File: src/rtl/mem_stage_ctrl.sv
// Memory-stage controller: issues loads/stores over a req/ack handshake, stalls
// upstream while an access is outstanding and builds the MEM/WB input bundle.
module mem_stage_ctrl #(
  parameter int TIMEOUT = 16
) (
  input  logic        clock,
  input  logic        reset_n,
  input  logic        ex_valid,
  input  logic        mem_read,
  input  logic        mem_write,
  input  logic [1:0]  wb_in,
  input  logic [31:0] alu_result_in,
  input  logic [31:0] write_data_in,
  input  logic [4:0]  write_back_in,
  output logic        dmem_req,
  output logic        dmem_we,
  output logic [31:0] dmem_addr,
  output logic [31:0] dmem_wdata,
  input  logic        dmem_ack,
  input  logic [31:0] dmem_rdata,
  output logic        stall,
  output logic        bus_err,
  output logic [1:0]  wb_out,
  output logic [31:0] alu_result_out,
  output logic [31:0] read_data_out,
  output logic [4:0]  write_back_out
);

  localparam int CW = $clog2(TIMEOUT + 1);
  localparam logic [CW-1:0] LAST_CNT = CW'(TIMEOUT - 1);

  typedef enum logic [1:0] {
    S_IDLE = 2'd0,
    S_BUSY = 2'd1,
    S_DONE = 2'd2
  } state_e;

  state_e        state_q, state_d;
  logic          req_q, req_d;
  logic          we_q, we_d;
  logic [31:0]   addr_q, addr_d;
  logic [31:0]   wdata_q, wdata_d;
  logic [CW-1:0] cnt_q, cnt_d;
  logic [31:0]   hold_q, hold_d;
  logic          err_q, err_d;

  logic mem_op_s;
  logic aligned_s;

  assign mem_op_s  = ex_valid & (mem_read | mem_write);
  assign aligned_s = (alu_result_in[1:0] == 2'b00);

  // Next-state and datapath register updates
  always_comb begin
    state_d = state_q;
    req_d   = req_q;
    we_d    = we_q;
    addr_d  = addr_q;
    wdata_d = wdata_q;
    cnt_d   = cnt_q;
    hold_d  = hold_q;
    err_d   = err_q;
    case (state_q)
      S_IDLE: begin
        if (mem_op_s && aligned_s) begin
          state_d = S_BUSY;
          req_d   = 1'b1;
          we_d    = mem_write;
          addr_d  = alu_result_in;
          wdata_d = write_data_in;
          cnt_d   = {CW{1'b0}};
          hold_d  = 32'd0;
          err_d   = 1'b0;
        end else begin
          state_d = S_IDLE;
        end
      end
      S_BUSY: begin
        // An ack on the final allowed cycle takes priority over the timeout.
        if (dmem_ack) begin
          hold_d  = we_q ? 32'd0 : dmem_rdata;
          req_d   = 1'b0;
          state_d = S_DONE;
        end else if (cnt_q == LAST_CNT) begin
          cnt_d   = cnt_q + {{(CW-1){1'b0}}, 1'b1};
          hold_d  = 32'd0;
          req_d   = 1'b0;
          err_d   = 1'b1;
          state_d = S_DONE;
        end else begin
          cnt_d   = cnt_q + {{(CW-1){1'b0}}, 1'b1};
        end
      end
      S_DONE: begin
        state_d = S_IDLE;
        err_d   = 1'b0;
      end
      default: begin
        state_d = S_IDLE;
        req_d   = 1'b0;
        err_d   = 1'b0;
      end
    endcase
  end

  // State and access registers
  always_ff @(posedge clock or negedge reset_n) begin
    if (!reset_n) begin
      state_q <= S_IDLE;
      req_q   <= 1'b0;
      we_q    <= 1'b0;
      addr_q  <= 32'd0;
      wdata_q <= 32'd0;
      cnt_q   <= {CW{1'b0}};
      hold_q  <= 32'd0;
      err_q   <= 1'b0;
    end else begin
      state_q <= state_d;
      req_q   <= req_d;
      we_q    <= we_d;
      addr_q  <= addr_d;
      wdata_q <= wdata_d;
      cnt_q   <= cnt_d;
      hold_q  <= hold_d;
      err_q   <= err_d;
    end
  end

  // MEM/WB bundle, stall and error outputs
  always_comb begin
    stall          = 1'b0;
    bus_err        = 1'b0;
    wb_out         = 2'b00;
    alu_result_out = alu_result_in;
    write_back_out = write_back_in;
    read_data_out  = 32'd0;
    case (state_q)
      S_IDLE: begin
        if (mem_op_s) begin
          if (aligned_s) begin
            stall = 1'b1;
          end else begin
            bus_err = 1'b1;
          end
        end else begin
          wb_out = ex_valid ? wb_in : 2'b00;
        end
      end
      S_BUSY: begin
        stall = 1'b1;
      end
      S_DONE: begin
        read_data_out = hold_q;
        if (err_q) begin
          bus_err = 1'b1;
        end else begin
          wb_out = wb_in;
        end
      end
      default: begin
        stall = 1'b0;
      end
    endcase
    // The async reset leaves state at IDLE, but a memory op still on the inputs must not stall.
    if (!reset_n) begin
      stall   = 1'b0;
      bus_err = 1'b0;
      wb_out  = 2'b00;
    end else begin
      stall   = stall;
    end
  end

  assign dmem_req   = req_q;
  assign dmem_we    = we_q;
  assign dmem_addr  = addr_q;
  assign dmem_wdata = wdata_q;

endmodule
File: config.mk
export PLATFORM = sky130hd
export DESIGN_NAME = mem_stage_ctrl
export DESIGN_NICKNAME = d
export VERILOG_FILES = /design/src/rtl/mem_stage_ctrl.sv
export SDC_FILE = /design/constraint.sdc
export NUM_CORES = 1
export LEC_CHECK = 0
export CAP_MARGIN = 20
export CELL_PAD_IN_SITES_DETAIL_PLACEMENT = 1
export CELL_PAD_IN_SITES_GLOBAL_PLACEMENT = 2
export CORE_AREA = 3 3 143 145
export CTS_CLUSTER_DIAMETER = 60
export DETAILED_ROUTE_END_ITERATION = 10
export DIE_AREA = 0 0 146 148
export GPL_ROUTABILITY_DRIVEN = 0
export PLACE_DENSITY_LB_ADDON = 0.25
export SLEW_MARGIN = 0
export SYNTH_ARGS = -nofsm -noshare
export SYNTH_HDL_FRONTEND = slang
export SYNTH_SLANG_ARGS = --single-unit
File: constraint.sdc
create_clock -name clock -period 2.4 [get_ports clock]
set_input_delay 0.48 -clock clock [delete_from_list [all_inputs] [get_ports clock]]
set_output_delay 0.48 -clock clock [all_outputs]
set_load 0.05 [all_outputs]
==> run_results.csv <==
group,metric,value,unit
outcome,status,"complete, no violations",
flow_run,drv_cap,0,
drt,drtPass1Iterations,4,
clock_tree,clk_latency,0.34,ns
power_and_ir_drop,power,6.56,mW
synth,yosys_warnings,0,
floorplanning,io_pins,248,
floorplanning,die_x,146,µm
worst_setup_path,critPathLaunch,"mem_write",
floorplanning,start_util,23.9,%
worst_setup_path,r2r_slack,0.63,ns
synth,synth_top_area_cell,"dfrtp_1",
worst_setup_path,path_depth,5,
drt,drt_iter0_drc,59,
power_and_ir_drop,power_density,852,nW/µm²
global_routing,grt_pass1_vias,3994,
drt,remaining_drc_errors,0,
floorplanning,die_h,148,µm
synth,synthTopCellsByArea,"dfrtp_1 (57%), mux2_2 (15%), a32o_1 (6.9%)",
worst_setup_path,cp.arrival,1.82,ns
worst_setup_path,crit_path_end,"stall",
worst_setup_path,cp.buffers_inverters,2,
worst_setup_path,cp_slowest_cell,"clkdlybuf4s50_1",
synth,ys_ff_latch,106,
finish,layout_commonest_cell,"clkdlybuf4s50_1",
sta,timing.fmax,435,MHz
power_and_ir_drop,leakagePower,3.25,nW
drt,vias_per_cell,4.36,
synth,syn_nets,455,
clock_tree,postCtsSetupBuffers,0,
sta,rsz0062_at_grt,"false",
place,portBuffers,237,
sta,fin_worst_skew,0.0113,ns
sta,final_max_slew_viol_count,0,
power_and_ir_drop,vdd_ir_drop_max,389,µV
sta,period_share,95.8,%
sta,period_needed,2.30,ns
global_routing,grtUsageTotal,13.1,%
synth,yosysUniqueCellTypes,35,
synth,synth-seq-area-share,57.3,%
clock_tree,numCtsBuffers,9,
place,hpwl,10600,µm
drt,vias,3552,
worst_setup_path,timing.rr.start,"cnt_q[0]",
sta,setup_viol,0,
clock_tree,cts_tree,"done",
drt,ant_nets,0,
synth,netlist.area_leader.share,57.3,%
floorplanning,die-area,21600,µm²
global_routing,grt_max_degree,75,
global_routing,antenna_found_initial,0,
clock_tree,cts_sinks,106,
clock_tree,root_buffer,"clkbuf_16",
finish,syn2layout_area_growth,66.4,%
global_routing,grt_pass1_wl,22400,µm
min_path,hold_path.class,"primary input to async pin",
clock_tree,htree_levels,3,
sta,setup_tns,0,ns
floorplanning,core_area,19300,µm²
worst_setup_path,r2r_end,"hold_q[16]",
finish,most-common-layout-cells,"clkdlybuf4s50_1 (168), dfrtp_1 (105), mux2_2 (63)",
worst_setup_path,r2r_cells,6,
finish,drive_above_1_share,30.5,%
clock_tree,clkSlewWorstSetupHoldPaths,0.07,ns
floorplanning,rows,51,
synth,syn_inst,344,
worst_setup_path,worstSetupPathType,"primary input to primary output",
global_routing,grt_remaining_overflow,0,
drt,wirelength,14300,µm
sta,whs,0.210,ns
sta,slew_headroom,63.6,%
synth,synth_area,4630,µm²
sta,tightest_slew,0.544,ns
drt,wl_per_cell,17.5,µm
synth,syn_avg_cell_area,13.5,µm²
worst_setup_path,cp_top_family,"buffers and inverters",
clock_tree,ctsHoldBuffers,0,
worst_setup_path,cp_max_fo,4,
clock_tree,clockBufferDepth,2,
worst_setup_path,worst_ep_required_time,1.92,ns
sta,hold_violations,0,
worst_setup_path,end_kind,"primary output",
finish,diodes,0,
worst_setup_path,crit_chain,"clkdlybuf4s50_1, or2_2, a31oi_1, nor2b_2, buf_12",
worst_setup_path,slowest_delay,0.44,ns
finish,fin_nets,658,
worst_setup_path,cp-start-kind,"primary input",
repair_timing:
action | 4_1_cts | 5_1_grt
setup endpoints to repair | 25 | 2
cloned | 0 | 0
pin swaps | 0 | 0
gates resized for setup | 1 | 2
cells by family (layout without fill, tap and decap cells):
group / count (synthesis) / count (layout) / synth area share, %
buffers and inverters: 63 / 269 / 8.73
AND/OR/NAND/NOR: 59 / 59 / 8.17
AO/OA/AOI/OAI: 50 / 50 / 9.68
adder cells (fa/ha/maj): 2 / 2 / 0.541
flip-flops: 106 / 106 / 57.3
multiplexers: 64 / 64 / 15.5
cell usage after synthesis (all sizes together):
cell       n
nand4b     1
o2bb2ai    4
buf       50
ha         2
inv        5
a21oi      5
a31oi      1
a21boi     1
nand2      2
nor4b      2
mux2      63
nor3       4
or2        1
dfrtp    106
and3       2
o21ai      2
a32o      32
o211ai     1
mux2i      1
o31ai      1
nand2b     1
o211a      1
a211o      1
nor2b      5
clkbuf     8
a311o      1
nor3b      2
nand3      1
and2      36
nor2       2
worst min-delay path by stage:
stage	startpoint	end	slack, ns	cells after the start
floorplan	reset_n	cnt_q[0]	0.18	0
global placement	dmem_addr[0]	dmem_addr[0]	0.47	1
detailed placement	dmem_addr[0]	dmem_addr[0]	0.48	1
CTS	reset_n	hold_q[7]	0.23	2
global route	reset_n	hold_q[6]	0.24	2
finish	reset_n	hold_q[6]	0.21	2
where the power goes:
group	switching [mW]	internal (mW)
sequential	0.234	2.21
clock	0.652	0.723
combinational	1.65	1.08
total	2.53	4.02
flip-flops by register name, summed over array words and instances, names as in the netlist:
| register | count |
|---|---|
| state_q | 2 |
| dmem_we | 1 |
| cnt_q | 5 |
| dmem_wdata | 32 |
| err_q | 1 |
| dmem_req | 1 |
| hold_q | 32 |
| dmem_addr | 32 |
layer usage:
layer  global-route usage, %  vias up  wire, µm  share of wire (%)
li1                        -     1610         -                  -
met1                    14.8     1792      5590                 39
met2                    22.8      129      7350                 51
met3                    4.32       21      1010                7.1
met4                    5.60        0       351                2.5
met5                       0        -         0                  0
worst reg2reg max path, delay by kind of cell, from the launching register on:
family	cells	cell delay, ns
AO/OA/AOI/OAI	2	0.40
AND/OR/NAND/NOR	1	0.19
flip-flops	1	0.43
adder cells (fa/ha/maj)	2	0.48
buffers and inverters	1	0.21
metrics by stage:
stage                     std cells  instance area, µm²  setup WS (ns)  util [%]
after floorplan                 344                4630          0.290         -
after global placement          801                7420         0.0586      38.4
after detailed placement        801                7420         0.0539      38.4
after CTS                       815                7690         0.0277      39.8
after global routing            815                7700         0.0200      39.8
final                           815                7700          0.102      39.8
final cells by class:
| cell class | count | area [µm²] |
|---|---|---|
| repair buffers | 250 | 2820 |
| multi-input cells | 175 | 1600 |
| clock buffers | 10 | 239 |
| fillers | 2040 | 11600 |
| well taps | 265 | 332 |
| inverters | 5 | 18.8 |
| flip-flops and latches | 106 | 2650 |
| clock inverters | 4 | 28.8 |
No activity file was read; power rests on OpenSTA's default activity.
